==> src/rtl/riscv_pkg.sv <==
// Shared constants and types for the RV32I+CSR core front end.
// Used by fetch, the immediate generator and the decoder.
package riscv_pkg;

    localparam int unsigned XLEN = 32;
    localparam int unsigned ILEN = 32;

    localparam logic [XLEN-1:0] RESET_PC = 32'h0000_0000;
    localparam logic [ILEN-1:0] NOP_INST = 32'h0000_0013;

    // Major opcodes, bits [6:0] of the instruction word
    localparam logic [6:0] OPC_LUI    = 7'b0110111;
    localparam logic [6:0] OPC_AUIPC  = 7'b0010111;
    localparam logic [6:0] OPC_JAL    = 7'b1101111;
    localparam logic [6:0] OPC_JALR   = 7'b1100111;
    localparam logic [6:0] OPC_BRANCH = 7'b1100011;
    localparam logic [6:0] OPC_LOAD   = 7'b0000011;
    localparam logic [6:0] OPC_STORE  = 7'b0100011;
    localparam logic [6:0] OPC_OP_IMM = 7'b0010011;
    localparam logic [6:0] OPC_OP     = 7'b0110011;
    localparam logic [6:0] OPC_SYSTEM = 7'b1110011;

    typedef enum logic {
        S_REQ  = 1'b0,
        S_WAIT = 1'b1
    } fetch_state_e;

    // Instruction word paired with the PC it was fetched from
    typedef struct packed {
        logic [ILEN-1:0] inst;
        logic [XLEN-1:0] pc;
    } fetch_pkt_t;

    function automatic logic [XLEN-1:0] align_word(input logic [XLEN-1:0] addr);
        return addr & ~XLEN'(3);
    endfunction

endpackage

==> src/rtl/fetch_stage_if.sv <==
// Instruction memory request/response bus between fetch and the imem.
interface fetch_stage_if;
    import riscv_pkg::*;

    logic            imem_req_o;
    logic [XLEN-1:0] imem_addr_o;
    logic            imem_gnt_i;
    logic            imem_rvalid_i;
    logic [ILEN-1:0] imem_rdata_i;

    modport master (
        output imem_req_o,
        output imem_addr_o,
        input  imem_gnt_i,
        input  imem_rvalid_i,
        input  imem_rdata_i
    );

    modport slave (
        input  imem_req_o,
        input  imem_addr_o,
        output imem_gnt_i,
        output imem_rvalid_i,
        output imem_rdata_i
    );

endinterface

==> src/rtl/if_id_reg.sv <==
// IF/ID pipeline register: flush beats stall, stall holds, otherwise load or bubble.
module if_id_reg
    import riscv_pkg::*;
#(
    parameter logic [ILEN-1:0] NOP_INST = riscv_pkg::NOP_INST
) (
    input  logic            clk,
    input  logic            rst_n,
    input  logic            flush_i,
    input  logic            stall_i,
    input  logic            load_i,
    input  fetch_pkt_t      load_pkt_i,
    output logic [ILEN-1:0] inst_d,
    output logic [XLEN-1:0] pc_d,
    output logic            valid_d
);

    logic [ILEN-1:0] inst_q, inst_d_n;
    logic [XLEN-1:0] pc_q, pc_d_n;
    logic            valid_q, valid_d_n;

    // A bubble keeps the previous PC so decode never sees a stale-looking jump
    always_comb begin
        inst_d_n  = inst_q;
        pc_d_n    = pc_q;
        valid_d_n = valid_q;
        if (flush_i) begin
            inst_d_n  = NOP_INST;
            valid_d_n = 1'b0;
        end else if (!stall_i) begin
            if (load_i) begin
                inst_d_n  = load_pkt_i.inst;
                pc_d_n    = load_pkt_i.pc;
                valid_d_n = 1'b1;
            end else begin
                inst_d_n  = NOP_INST;
                valid_d_n = 1'b0;
            end
        end
    end

    always_ff @(posedge clk) begin
        if (!rst_n) begin
            inst_q  <= NOP_INST;
            pc_q    <= '0;
            valid_q <= 1'b0;
        end else begin
            inst_q  <= inst_d_n;
            pc_q    <= pc_d_n;
            valid_q <= valid_d_n;
        end
    end

    assign inst_d  = inst_q;
    assign pc_d    = pc_q;
    assign valid_d = valid_q;

endmodule

==> src/rtl/fetch_stage.sv <==
// Instruction fetch: PC generation, single-outstanding imem requests, redirect
// handling with a kill flag for in-flight responses, and a one-entry stall buffer.
module fetch_stage
    import riscv_pkg::*;
#(
    parameter logic [XLEN-1:0] RESET_PC = riscv_pkg::RESET_PC,
    parameter logic [ILEN-1:0] NOP_INST = riscv_pkg::NOP_INST
) (
    input  logic                clk,
    input  logic                rst_n,
    input  logic                stall_i,
    input  logic                branch_taken_i,
    input  logic [XLEN-1:0]     branch_target_i,
    input  logic                trap_i,
    input  logic [XLEN-1:0]     mtvec_i,
    input  logic                mret_i,
    input  logic [XLEN-1:0]     mepc_i,
    fetch_stage_if.master       imem,
    output logic [ILEN-1:0]     inst_d,
    output logic [XLEN-1:0]     pc_d,
    output logic                valid_d
);

    fetch_state_e    state_q, state_d;
    logic [XLEN-1:0] pc_f_q, pc_f_d;
    logic [XLEN-1:0] pc_pend_q, pc_pend_d;
    logic            kill_q, kill_d;
    logic            hold_v_q, hold_v_d;
    fetch_pkt_t      hold_pkt_q, hold_pkt_d;

    logic            redirect;
    logic [XLEN-1:0] target;
    logic            req_c;
    logic            rsp_valid;
    logic            deliverable;
    fetch_pkt_t      rsp_pkt;
    logic            if_id_load;
    fetch_pkt_t      load_pkt;

    // Redirect priority: trap, then mret, then taken branch
    always_comb begin
        redirect = trap_i | mret_i | branch_taken_i;
        if (trap_i) begin
            target = align_word(mtvec_i);
        end else if (mret_i) begin
            target = align_word(mepc_i);
        end else begin
            target = align_word(branch_target_i);
        end
    end

    assign req_c       = (state_q == S_REQ) & ~hold_v_q & ~redirect;
    assign rsp_valid   = (state_q == S_WAIT) & imem.imem_rvalid_i;
    assign deliverable = rsp_valid & ~kill_q & ~redirect;
    assign rsp_pkt     = '{inst: imem.imem_rdata_i, pc: pc_pend_q};

    assign imem.imem_req_o  = req_c;
    assign imem.imem_addr_o = pc_f_q;

    // PC / request FSM; a redirect while a response is still owed arms the kill flag
    always_comb begin
        state_d   = state_q;
        pc_f_d    = pc_f_q;
        pc_pend_d = pc_pend_q;
        kill_d    = kill_q;
        case (state_q)
            S_REQ: begin
                if (req_c && imem.imem_gnt_i) begin
                    pc_pend_d = pc_f_q;
                    pc_f_d    = pc_f_q + XLEN'(4);
                    state_d   = S_WAIT;
                end
            end
            S_WAIT: begin
                if (imem.imem_rvalid_i) begin
                    state_d = S_REQ;
                    kill_d  = 1'b0;
                end else if (redirect) begin
                    kill_d = 1'b1;
                end
            end
        endcase
        if (redirect) begin
            pc_f_d = target;
        end
    end

    // Stall buffer: parks a response that decode cannot take yet
    always_comb begin
        hold_v_d   = hold_v_q;
        hold_pkt_d = hold_pkt_q;
        if (redirect) begin
            hold_v_d = 1'b0;
        end else if (stall_i) begin
            if (deliverable) begin
                hold_v_d   = 1'b1;
                hold_pkt_d = rsp_pkt;
            end
        end else begin
            hold_v_d = 1'b0;
        end
    end

    assign if_id_load = hold_v_q | deliverable;
    assign load_pkt   = hold_v_q ? hold_pkt_q : rsp_pkt;

    always_ff @(posedge clk) begin
        if (!rst_n) begin
            state_q    <= S_REQ;
            pc_f_q     <= RESET_PC;
            pc_pend_q  <= '0;
            kill_q     <= 1'b0;
            hold_v_q   <= 1'b0;
            hold_pkt_q <= '0;
        end else begin
            state_q    <= state_d;
            pc_f_q     <= pc_f_d;
            pc_pend_q  <= pc_pend_d;
            kill_q     <= kill_d;
            hold_v_q   <= hold_v_d;
            hold_pkt_q <= hold_pkt_d;
        end
    end

    if_id_reg #(
        .NOP_INST (NOP_INST)
    ) u_if_id_reg (
        .clk        (clk),
        .rst_n      (rst_n),
        .flush_i    (redirect),
        .stall_i    (stall_i),
        .load_i     (if_id_load),
        .load_pkt_i (load_pkt),
        .inst_d     (inst_d),
        .pc_d       (pc_d),
        .valid_d    (valid_d)
    );

endmodule
==> src/flat_wrapper.sv <==
// flat-port wrapper written by rule: the top's interface ports become plain ports
module fetch_stage_flat import riscv_pkg::*;
#(
    parameter logic [XLEN-1:0] RESET_PC = riscv_pkg::RESET_PC,
    parameter logic [ILEN-1:0] NOP_INST = riscv_pkg::NOP_INST
)
  (clk, rst_n, stall_i, branch_taken_i, branch_target_i, trap_i, mtvec_i, mret_i, mepc_i, inst_d, pc_d, valid_d, imem_imem_req_o, imem_imem_addr_o, imem_imem_gnt_i, imem_imem_rvalid_i, imem_imem_rdata_i);
  fetch_stage_if imem_i ();
  input  logic clk;
  input  logic rst_n;
  input  logic stall_i;
  input  logic branch_taken_i;
  input  logic [XLEN-1:0] branch_target_i;
  input  logic trap_i;
  input  logic [XLEN-1:0] mtvec_i;
  input  logic mret_i;
  input  logic [XLEN-1:0] mepc_i;
  output logic [ILEN-1:0] inst_d;
  output logic [XLEN-1:0] pc_d;
  output logic valid_d;
  output wire logic [$bits(imem_i.imem_req_o)-1:0] imem_imem_req_o;
  output wire logic [$bits(imem_i.imem_addr_o)-1:0] imem_imem_addr_o;
  input wire logic [$bits(imem_i.imem_gnt_i)-1:0] imem_imem_gnt_i;
  input wire logic [$bits(imem_i.imem_rvalid_i)-1:0] imem_imem_rvalid_i;
  input wire logic [$bits(imem_i.imem_rdata_i)-1:0] imem_imem_rdata_i;
  assign imem_imem_req_o = imem_i.imem_req_o;
  assign imem_imem_addr_o = imem_i.imem_addr_o;
  assign imem_i.imem_gnt_i = imem_imem_gnt_i;
  assign imem_i.imem_rvalid_i = imem_imem_rvalid_i;
  assign imem_i.imem_rdata_i = imem_imem_rdata_i;
  fetch_stage #(.RESET_PC(RESET_PC), .NOP_INST(NOP_INST)) u_core (.clk(clk), .rst_n(rst_n), .stall_i(stall_i), .branch_taken_i(branch_taken_i), .branch_target_i(branch_target_i), .trap_i(trap_i), .mtvec_i(mtvec_i), .mret_i(mret_i), .mepc_i(mepc_i), .imem(imem_i), .inst_d(inst_d), .pc_d(pc_d), .valid_d(valid_d));
endmodule
==> config.mk <==
export PLATFORM = sky130hd
export DESIGN_NAME = fetch_stage_flat
export DESIGN_NICKNAME = d
export VERILOG_FILES = /design/src/rtl/riscv_pkg.sv /design/src/rtl/fetch_stage_if.sv /design/src/rtl/if_id_reg.sv /design/src/rtl/fetch_stage.sv /design/src/flat_wrapper.sv
export SDC_FILE = /design/constraint.sdc
export NUM_CORES = 1
export LEC_CHECK = 0
export BUFFER_PORTS_ARGS = -buffer_cell sky130_fd_sc_hd__buf_2
export CORE_MARGIN = 1.5
export CORE_UTILIZATION = 55
export CTS_CLUSTER_DIAMETER = 50
export CTS_CLUSTER_SIZE = 20
export DETAILED_ROUTE_END_ITERATION = 10
export GPL_ROUTABILITY_DRIVEN = 0
export GPL_TIMING_DRIVEN = 1
export PLACE_DENSITY = 0.87
export SKIP_CTS_REPAIR_TIMING = 1
export SYNTH_ARGS = -nofsm -noshare
export SYNTH_HDL_FRONTEND = slang
export SYNTH_SLANG_ARGS = --single-unit
export TNS_END_PERCENT = 10
==> constraint.sdc <==
create_clock -name clk -period 3.8 [get_ports clk]
set_input_delay 0.19 -clock clk [delete_from_list [all_inputs] [get_ports clk]]
set_output_delay 0.19 -clock clk [all_outputs]
set_load 0.01 [all_outputs]
==> metrics.md <==
| Metric | Value |
|---|---|
| Antenna viol nets, final | 0 |
| Distinct cells, synth | 73 |
| Cts bufs inserted | 17 |
| WL per Instance | ~17 um |
| Leak | roughly 0.0038 uW |
| Status | finished, final reports clean |
| Crit end category | flop |
| Mapped Cells | 1021 |
| Avg Cell Area, Syn | approximately 8.3 um^2 |
| Post-Synth XOR/XNOR Area | less than 1% |
| Commonest non-fill, non-tap cells in the layout | nand2_1 (242), buf_2 (223), dfxtp_1 (187) |
| Via density | approximately 5.9 |
| Type of the worst setup path | flop to flop |
| Die area | ~0.016 mm^2 |
| Yosys warns | 0 |
| Largest family of logic cells by synthesized area | compound AO/OA/AOI/OAI gates |
| Post-layout util | about two thirds |
| Multi-input logic area | 0.00428 mm^2 |
| CP required | between 4 and 5 ns |
| Crit path time final | between 2 and 3 ns |
| Clock buffer depth | 2 |
| Cell count of the worst reg-to-reg path | 5 |
| Primary FF master, synth | dfxtp_1 |
| Clock-pin slew on the worst setup and hold paths | roughly 0.07 ns |
| Register area | 0.00377 mm^2 |
| Fin. Hold Viols | 0 |
| Final Setup Violations | 0 |
| Max cap viols | 0 |
| Number of synthesized flops with an enable pin | 0 |
| Crit path arrival time | between 2 and 3 ns |
| Buffers & Inverters on Critical Path | 0 |
| Deepest level of the CTS H-tree | 4 |
| Pre-antenna DRT Iters | 5 |
| Fillers | around 1300 |
| Number of global-route vias before repair | around 7300 |
| CTS tree | built |
| Die span in y | roughly 130 um |
| Hold Worst Slack | roughly 0.0046 ns |
| Total negative slack | 0 ns |
| Crit path max-delay cell type | nor4_2 |
| Max Fclk | 375 MHz |
| Power Dens Cells | about 400 mW/mm^2 |
| Cell chain of the critical path | ha_1, nand3_2, nor4_2, a41oi_1, or3_1 |
| Largest net degree at the start of global routing | 96 |
| Worst slew margin | 20.9% |
| Ant. Diodes | 0 |
| Worst vdd ir | 0.348 mV |
| Ports | roughly 230 |
| Overflow after GRT | 0 |
| Simple-gate share of the synthesized area | between 20 and 25% |
| Compound-Gate Fraction of Synth Area | 21.2% |
| Die Wd | between 100 and 150 um |
| Sequential-to-total area share from yosys stat | between 40% and 50% |
| DR iter-0 viols | between 600 and 700 |
| Design Area, Final | a little over 0.01 mm^2 |
| RSZ-0062 raised after global routing | false |
| Number of remaining DRC errors | 0 |
| Crit-path leading delay family | simple AND/OR/NAND/NOR gates |
| CTS root buf | clkbuf_16 |
| Synthesis-stage register bit count | 188 |
| Detailed Place HPWL | between 15000 and 20000 um |
| Max-slew violation count | 0 |
| Hold depth | 3 |
| Worst path depth | 5 |
| Total GRT Usage | roughly 28% |
| Area Overhead vs Synth | 19.6% |
| Share of layout cells above drive strength 1 | ~24% |
| Cell area after synthesis | 0.00847 mm^2 |
| Mux contribution to synthesized area | just under 8% |
| Worst-path fanout max | 10 |
| Crit path launch type | flop |
| Worst Tran Pin Value | roughly 1.2 ns |
| First-pass GRT wire length | 36600 um |
| Total number of placement rows | 45 |
| Synth async-reset ratio | 0% |
| Clk_lat worst skew | about 0.43 ns |
| Initial antenna violation count | 0 |
| Fin nets | approximately 1300 |
| Core box area | ~0.015 mm^2 |
| Most common cell after layout, fill and taps aside | nand2_1 |
| CP max stage delay | between 0.9 and 1 ns |
| Clock Skews | roughly 0.0062 ns |
| PortBufs | approximately 220 |
| HP Class | primary input to flop |
| CTS Sinks | between 150 and 200 |
| Routed Wire Length | about 23000 um |
| Initial core utilization | approximately 56% |
| Final period util | between 70% and 80% |
| Post-synthesis adder-cell area fraction | less than 1% |
| Vias post-DR | approximately 8000 |
| Area after DPL | approximately 0.0095 mm^2 |
-- cells in the mapped netlist (5+ instances only) --
cell type,instances,share of area (%)
nand2_1,242,11
dfxtp_1,188,44
a21oi_1,107,6.3
clkbuf_1,62,2.7
mux2i_1,62,7.3
o21ai_0,44,2.6
nor2_1,42,1.9
a211oi_1,35,3.1
nand3_1,22,1.3
buf_2,15,0.89
nor4_1,10,0.74
a31oi_1,9,0.66
nand4_1,9,0.66
nor3_1,9,0.53
a22oi_1,8,0.71
buf_4,7,0.62
nand3b_1,7,0.62
o211a_1,7,0.83
o211ai_1,7,0.62
and3_1,6,0.44
a221o_1,5,0.59
inv_1,5,0.22
o221a_2,5,0.66
o221ai_1,5,0.52
or3_1,5,0.37
or4_1,5,0.44
-- logic make-up after synthesis --
logic type / after synthesis
other: 1
DFF: 188
adders and majority gates: 1
xor gates and xnor gates: 5
AOI/OAI and AO/OA: 277
muxes: 65
and+or+nand+nor: 383
buffers and inverters: 101
-- final timing paths --
check	start	end	slack (ns)
min reg2reg	u_core.u_if_id_reg.valid_d	u_core.u_if_id_reg.valid_d	0.45
max reg2reg	u_core.imem.imem_addr_o[3]	u_core.imem.imem_addr_o[24]	1.13
min	imem_imem_rdata_i[15]	u_core.hold_pkt_q[47]	0.005
max	u_core.imem.imem_addr_o[3]	u_core.imem.imem_addr_o[24]	1.13
-- state kept, by name, indices dropped and copies added, names as in the netlist --
| register | cells |
|---|---|
| u_core.u_if_id_reg.valid_d | 1 |
| u_core.u_if_id_reg.pc_d | 30 |
| u_core.state_q | 1 |
| u_core.imem.imem_addr_o | 30 |
| u_core.pc_pend_q | 30 |
| u_core.kill_q | 1 |
| u_core.hold_v_q | 1 |
| u_core.hold_pkt_q | 62 |
| u_core.u_if_id_reg.inst_d | 32 |
-- area by class of cell --
class | count | area share [%]
multi-input combinational | 735 | 42.2
clock buffer | 20 | 4.31
sequential | 188 | 37.2
tap | 188 | 2.32
timing repair buffer | 239 | 12.3
inverter | 7 | 0.284
clock inverter | 12 | 1.36
-- where the power goes --
group / switching (uW) / total (uW) / internal (uW)
sequential: 64.4 / 2060 / 2000
clock: 772 / 1750 / 977
combinational: 182 / 324 / 143
total: 1020 / 4140 / 3120
-- worst min-delay path, delay by kind of cell --
family	cells	cell delay, ns
buffers and inverters	1	0.10
and+or+nand+nor	1	0.05
AOI/OAI and AO/OA	1	0.05
-- metal layers --
metal	routed length [um]	vias to the layer above	track usage (%)
met1	9680	3710	36.0
li1	-	3971	-
met5	0	-	0
met3	1990	49	7.04
met4	675	0	12.3
met2	10900	423	46.5
-- through the flow --
step	power, uW	setup slack [ns]	cells
after CTS	4140	1.19	1385
after global placement	2420	1.09	1353
after detailed placement	2420	0.975	1353
final	4140	1.13	1389
after global routing	4280	0.935	1389
after floorplan	2270	1.63	1024
Power figures use the tool's default switching activity.
